## src/rtl/park_occupancy_if.sv

```systemverilog
// Bus bundle for the parking-lot occupancy tracker: entry/exit requests in,
// occupancy status, grant/deny pulses and gate drive out.
interface park_occupancy_if;
  logic       enter;
  logic       exit_valid;
  logic [7:0] park_location;
  logic [7:0] occupancy;
  logic [3:0] free_count;
  logic       full;
  logic       empty;
  logic       enter_grant;
  logic [2:0] assigned_space;
  logic       enter_deny;
  logic       gate_open;
  logic       exit_err;

  modport master (
    output enter, exit_valid, park_location,
    input  occupancy, free_count, full, empty, enter_grant,
           assigned_space, enter_deny, gate_open, exit_err
  );

  modport slave (
    input  enter, exit_valid, park_location,
    output occupancy, free_count, full, empty, enter_grant,
           assigned_space, enter_deny, gate_open, exit_err
  );
endinterface

```

## src/rtl/park_occupancy.sv

```systemverilog
// Eight-space parking lot tracker: lowest-free allocation, timed entry gate,
// one-hot exits. Define PARK_ERR_EN to compile in malformed-exit reporting.
module park_occupancy #(
  parameter int unsigned GATE_CYCLES = 8
) (
  input logic            clk,
  input logic            rst_n,
  park_occupancy_if.slave bus
);

  typedef enum logic {IDLE, GATE} state_t;

  localparam logic [7:0] GATE_TC = 8'(GATE_CYCLES);

  state_t     state_q;
  logic [7:0] occ_q;
  logic [3:0] free_q;
  logic       full_q;
  logic       empty_q;
  logic       grant_q;
  logic       deny_q;
  logic [2:0] space_q;
  logic       gate_q;
  logic [7:0] cnt_q;

  logic       exit_hit;
  logic [7:0] exit_mask;
  logic       do_grant;
  logic       do_deny;
  logic [2:0] grant_idx;
  logic [7:0] grant_mask;
  logic [7:0] occ_next;

  function automatic logic is_onehot(input logic [7:0] v);
    return (v != 8'd0) && ((v & (v - 8'd1)) == 8'd0);
  endfunction

  function automatic logic [2:0] lowest_free(input logic [7:0] v);
    logic [2:0] idx;
    idx = 3'd0;
    for (int i = 7; i >= 0; i--) begin
      if (!v[i]) idx = 3'(i);
    end
    return idx;
  endfunction

  function automatic logic [3:0] popcount(input logic [7:0] v);
    logic [3:0] n;
    n = 4'd0;
    for (int i = 0; i < 8; i++) n = n + {3'd0, v[i]};
    return n;
  endfunction

  // Allocation looks at pre-exit occupancy so a space vacated this cycle
  // cannot be handed out in the same cycle.
  always_comb begin
    exit_hit   = bus.exit_valid && is_onehot(bus.park_location)
                 && ((bus.park_location & occ_q) != 8'd0);
    exit_mask  = exit_hit ? bus.park_location : 8'd0;
    do_grant   = (state_q == IDLE) && bus.enter && !full_q;
    do_deny    = (state_q == IDLE) && bus.enter && full_q;
    grant_idx  = lowest_free(occ_q);
    grant_mask = do_grant ? (8'd1 << grant_idx) : 8'd0;
    occ_next   = (occ_q & ~exit_mask) | grant_mask;
  end

  always_ff @(posedge clk or negedge rst_n) begin
    if (!rst_n) begin
      state_q <= IDLE;
      occ_q   <= 8'd0;
      free_q  <= 4'd8;
      full_q  <= 1'b0;
      empty_q <= 1'b1;
      grant_q <= 1'b0;
      deny_q  <= 1'b0;
      space_q <= 3'd0;
      gate_q  <= 1'b0;
      cnt_q   <= 8'd0;
    end else begin
      occ_q   <= occ_next;
      free_q  <= 4'd8 - popcount(occ_next);
      full_q  <= &occ_next;
      empty_q <= ~|occ_next;
      grant_q <= do_grant;
      deny_q  <= do_deny;
      if (do_grant) space_q <= grant_idx;
      case (state_q)
        IDLE: begin
          if (do_grant) begin
            state_q <= GATE;
            gate_q  <= 1'b1;
            cnt_q   <= 8'd1;
          end
        end
        GATE: begin
          // The grant cycle is gate cycle 1; leave once the terminal count is shown.
          if (cnt_q == GATE_TC) begin
            state_q <= IDLE;
            gate_q  <= 1'b0;
            cnt_q   <= 8'd0;
          end else begin
            cnt_q <= cnt_q + 8'd1;
          end
        end
        default: begin
          state_q <= IDLE;
          gate_q  <= 1'b0;
          cnt_q   <= 8'd0;
        end
      endcase
    end
  end

`ifdef PARK_ERR_EN
  logic err_q;

  always_ff @(posedge clk or negedge rst_n) begin
    if (!rst_n) err_q <= 1'b0;
    else        err_q <= bus.exit_valid && !exit_hit;
  end

  assign bus.exit_err = err_q;
`else
  assign bus.exit_err = 1'b0;
`endif

  assign bus.occupancy      = occ_q;
  assign bus.free_count     = free_q;
  assign bus.full           = full_q;
  assign bus.empty          = empty_q;
  assign bus.enter_grant    = grant_q;
  assign bus.assigned_space = space_q;
  assign bus.enter_deny     = deny_q;
  assign bus.gate_open      = gate_q;

endmodule

```

## src/flat_wrapper.sv

```systemverilog
// flat-port wrapper written by rule: the top's interface ports become plain ports
module park_occupancy_flat 
#(
  parameter int unsigned GATE_CYCLES = 8
)
  (clk, rst_n, bus_enter, bus_exit_valid, bus_park_location, bus_occupancy, bus_free_count, bus_full, bus_empty, bus_enter_grant, bus_assigned_space, bus_enter_deny, bus_gate_open, bus_exit_err);
  park_occupancy_if bus_i ();
  input logic clk;
  input logic rst_n;
  input wire logic [$bits(bus_i.enter)-1:0] bus_enter;
  input wire logic [$bits(bus_i.exit_valid)-1:0] bus_exit_valid;
  input wire logic [$bits(bus_i.park_location)-1:0] bus_park_location;
  output wire logic [$bits(bus_i.occupancy)-1:0] bus_occupancy;
  output wire logic [$bits(bus_i.free_count)-1:0] bus_free_count;
  output wire logic [$bits(bus_i.full)-1:0] bus_full;
  output wire logic [$bits(bus_i.empty)-1:0] bus_empty;
  output wire logic [$bits(bus_i.enter_grant)-1:0] bus_enter_grant;
  output wire logic [$bits(bus_i.assigned_space)-1:0] bus_assigned_space;
  output wire logic [$bits(bus_i.enter_deny)-1:0] bus_enter_deny;
  output wire logic [$bits(bus_i.gate_open)-1:0] bus_gate_open;
  output wire logic [$bits(bus_i.exit_err)-1:0] bus_exit_err;
  assign bus_i.enter = bus_enter;
  assign bus_i.exit_valid = bus_exit_valid;
  assign bus_i.park_location = bus_park_location;
  assign bus_occupancy = bus_i.occupancy;
  assign bus_free_count = bus_i.free_count;
  assign bus_full = bus_i.full;
  assign bus_empty = bus_i.empty;
  assign bus_enter_grant = bus_i.enter_grant;
  assign bus_assigned_space = bus_i.assigned_space;
  assign bus_enter_deny = bus_i.enter_deny;
  assign bus_gate_open = bus_i.gate_open;
  assign bus_exit_err = bus_i.exit_err;
  park_occupancy #(.GATE_CYCLES(GATE_CYCLES)) u_core (.clk(clk), .rst_n(rst_n), .bus(bus_i));
endmodule
```

## config.mk

```make
export PLATFORM = sky130hd
export DESIGN_NAME = park_occupancy_flat
export DESIGN_NICKNAME = d
export VERILOG_FILES = /design/src/rtl/park_occupancy_if.sv /design/src/rtl/park_occupancy.sv /design/src/flat_wrapper.sv
export SDC_FILE = /design/constraint.sdc
export NUM_CORES = 1
export LEC_CHECK = 0
export CORE_ASPECT_RATIO = 0.5
export CORE_MARGIN = 2
export CORE_UTILIZATION = 54
export CTS_BUF_LIST = sky130_fd_sc_hd__clkbuf_2 sky130_fd_sc_hd__clkbuf_4 sky130_fd_sc_hd__clkbuf_8
export DETAILED_ROUTE_END_ITERATION = 6
export PLACE_DENSITY = 0.79
export SLEW_MARGIN = 0
export SYNTH_ARGS = -nofsm -noshare
export SYNTH_HDL_FRONTEND = slang
export SYNTH_SLANG_ARGS = --single-unit
export TNS_END_PERCENT = 50
```

## constraint.sdc

```tcl
create_clock -name clk -period 4.1 [get_ports clk]
set_clock_uncertainty 0.1 [all_clocks]
set_input_delay 0.82 -clock clk [delete_from_list [all_inputs] [get_ports clk]]
set_output_delay 0.82 -clock clk [all_outputs]
set_load 0.005 [all_outputs]
```

==> reports/metrics.csv <==
metric,value,unit
holdWs,0.376,ns
final.setup.tns,0,ns
path_clk_slew,0.06,ns
cts_tree,built,
dpl.hpwl,3290,um
avgSynthCellArea,9.61,sq um
synth_edf_count,0,
synth_nets,214,
vdd_drop_max,363,uV
crit_type,input pin to flip-flop,
power,1.43,mW
grt_max_degree,30,
gp_congestion,0.906,
crit_path_start_kind,input pin,
fmax,244,MHz
fp-row-count,14,
timing.final.crit_share,99.8,%
antenna_found_initial,0,
cp_max_fo,3,
synth-main-ff-cell,dfrtp_1,
die_height,44.7,um
crit_required,4.21,ns
ys_warn_count,0,
power_density,587,mW/mm^2
status,"finished, final reports clean",
slew_headroom,39.9,%
grt_pass1_wl,7300,um
drc,0,
crit_path_top_delay_cell,clkdlybuf4s50_1,
slowest_delay,0.47,ns
drt_iter0_markers,99,
core,0.00308,sq mm
dieArea,0.00381,sq mm
vias,1657,
cts_hold_buffers,0,
mappedNetlistArea,0.00179,sq mm
hold_viol,0,
p_leak,1.12,nW
nNetsFinal,272,
clock_tree.root_cell,clkbuf_8,
cts_buffers,5,
instances_no_fill,285,
dr.pass1.iters,5,
io_buffers,31,
dp.cells,276,
pre_cts_ws,-0.551,ns
fin_area,0.00243,sq mm
hold_class,flip-flop to flip-flop,
synth_cell_types,53,
cp.arrival,4.20,ns
wl,4580,um
placed_area,0.00231,sq mm
crit_top_cell,ha_1,
yosys_register_bits,29,
cp_top_family,adder cells,
wl_per_cell,16.1,um
maxSlewViolCount,0,
worst-path-buf-inv,3,
routed_via_density,5.81,
grt_overflow_total,0,
post-route-util,78.9,%
ys_seq_area_share,40.8,%
start_util,58.0,%
diodes,0,
finalCriticalPeriod,4.09,ns
synthArstFlopShare,100,%
die_w,85.3,um
grt_usage,25.6,%
grt_pass1_vias,1607,
area_growth,36.1,%
ant_nets,0,
synthCells,186,
ios,33,
end_kind,flip-flop,
clock_latency,0.28,ns
setup_violations,0,
cts.sinks,29,
cap_violations,0,
worst_slack,0.00941,ns
clock_path_buffers,2,
crit_path_cell_trace,clkdlybuf4s50_1 > or3b_4 > nor3_4 > inv_1 > o211ai_1 > ha_1 > ha_2 > nor2b_1 > ha_1 > inv_2 > fa_1 > fa_2 > ha_4 > xor2_1,
htree_levels,2,
post_route_cells_drive_above_1_share,22.0,%
worst_pin_slew,0.890,ns
[cells in the final DEF (no fill, tap or decap), types with 3 or more instances in the layout]
cell / count
nand4_1: 3
ha_1: 11
nor2b_1: 3
clkdlybuf4s50_1: 24
o21ai_0: 10
nor3_1: 4
dlygate4sd2_1: 6
a22oi_1: 4
nand2_1: 21
nand3_1: 7
nor2_1: 11
inv_1: 15
dfrtp_1: 27
buf_4: 26
a21oi_1: 3
xor2_1: 3
clkbuf_8: 5
[worst paths after layout]
path / from / to / slack [ns] / cells past startpoint
setup / recovery: bus_enter / u_core.bus.free_count[3] / 0.009 / 14
hold / removal: u_core.bus.gate_open / u_core.bus.gate_open / 0.38 / 2
setup reg to reg: u_core.bus.occupancy[6] / u_core.bus.free_count[3] / 0.39 / 12
hold reg to reg: u_core.bus.gate_open / u_core.bus.gate_open / 0.38 / 2
max in group asynchronous: rst_n / u_core.bus.empty / 2.77 / 2
min in group asynchronous: rst_n / u_core.cnt_q[7] / 0.81 / 2
[cell families (layout without fill, tap and decap cells)]
| group | after synthesis | after routing | synth area share, % |
|---|---|---|---|
| compound gates | 47 | 47 | 19.5 |
| buf+inv | 22 | 81 | 4.97 |
| fa+ha+maj | 17 | 17 | 12.6 |
| simple gates | 66 | 66 | 20.0 |
| flops | 29 | 29 | 40.8 |
| xor+xnor | 4 | 4 | 1.96 |
| other cells | 1 | 1 | 0.210 |
[cells in the mapped netlist (3+ instances only)]
library cell	n	area, sq um
nand4_1	3	18.8
inv_1	16	60.1
ha_1	14	175
nor2_1	11	41.3
a21oi_1	3	15.0
nand3_1	7	35.0
nand2_1	23	86.3
nor2b_1	3	18.8
nor3_1	4	20.0
o21ai_0	10	50.1
o221ai_1	3	26.3
xor2_1	3	26.3
a22oi_1	4	30.0
clkbuf_1	3	11.3
dfrtp_1	27	676
[flip-flops by register name, summed over array words and instances (netlist names)]
| register | cells |
|---|---|
| u_core.bus.gate_open | 1 |
| u_core.state_q | 1 |
| u_core.bus.assigned_space | 3 |
| u_core.bus.full | 1 |
| u_core.bus.enter_grant | 1 |
| u_core.cnt_q | 8 |
| u_core.bus.enter_deny | 1 |
| u_core.bus.occupancy | 8 |
| u_core.bus.free_count | 4 |
| u_core.bus.empty | 1 |
[layout make-up]
type / count / area, sq um
Fill cell: 211 / 652
Inverter: 16 / 60.1
Multi-Input combinational cell: 135 / 1010
Tap cell: 40 / 50.0
Timing Repair Buffer: 57 / 500
Sequential cell: 29 / 728
Clock buffer: 6 / 76.3
Clock inverter: 2 / 10.0
[report_power, final]
part	switching (mW)	internal, mW
Clock	0.114	0.124
Sequential	0.0857	0.386
Combinational	0.346	0.373
[tightest hold or removal path, cell delays in order, from the launching register on]
cell     delay (ns)
dfrtp_1        0.34
nand2_1        0.05
nand2_1        0.05
[routing by layer]
metal  vias up  global-route usage (%)  share of wire, %
met4         0                    7.94               1.3
met2        77                    43.4                47
met5         -                       0                 0
met1       791                    31.8                44
met3         9                    8.40               7.5
li1        780                       -                 -
[what timing repair did]
action                                  CTS  global route
endpoints found under the setup margin    2             2
pin swaps                                 4            10
setup buffers                             1             0
gates resized for setup                  11             7
Power figures use the tool's default switching activity.
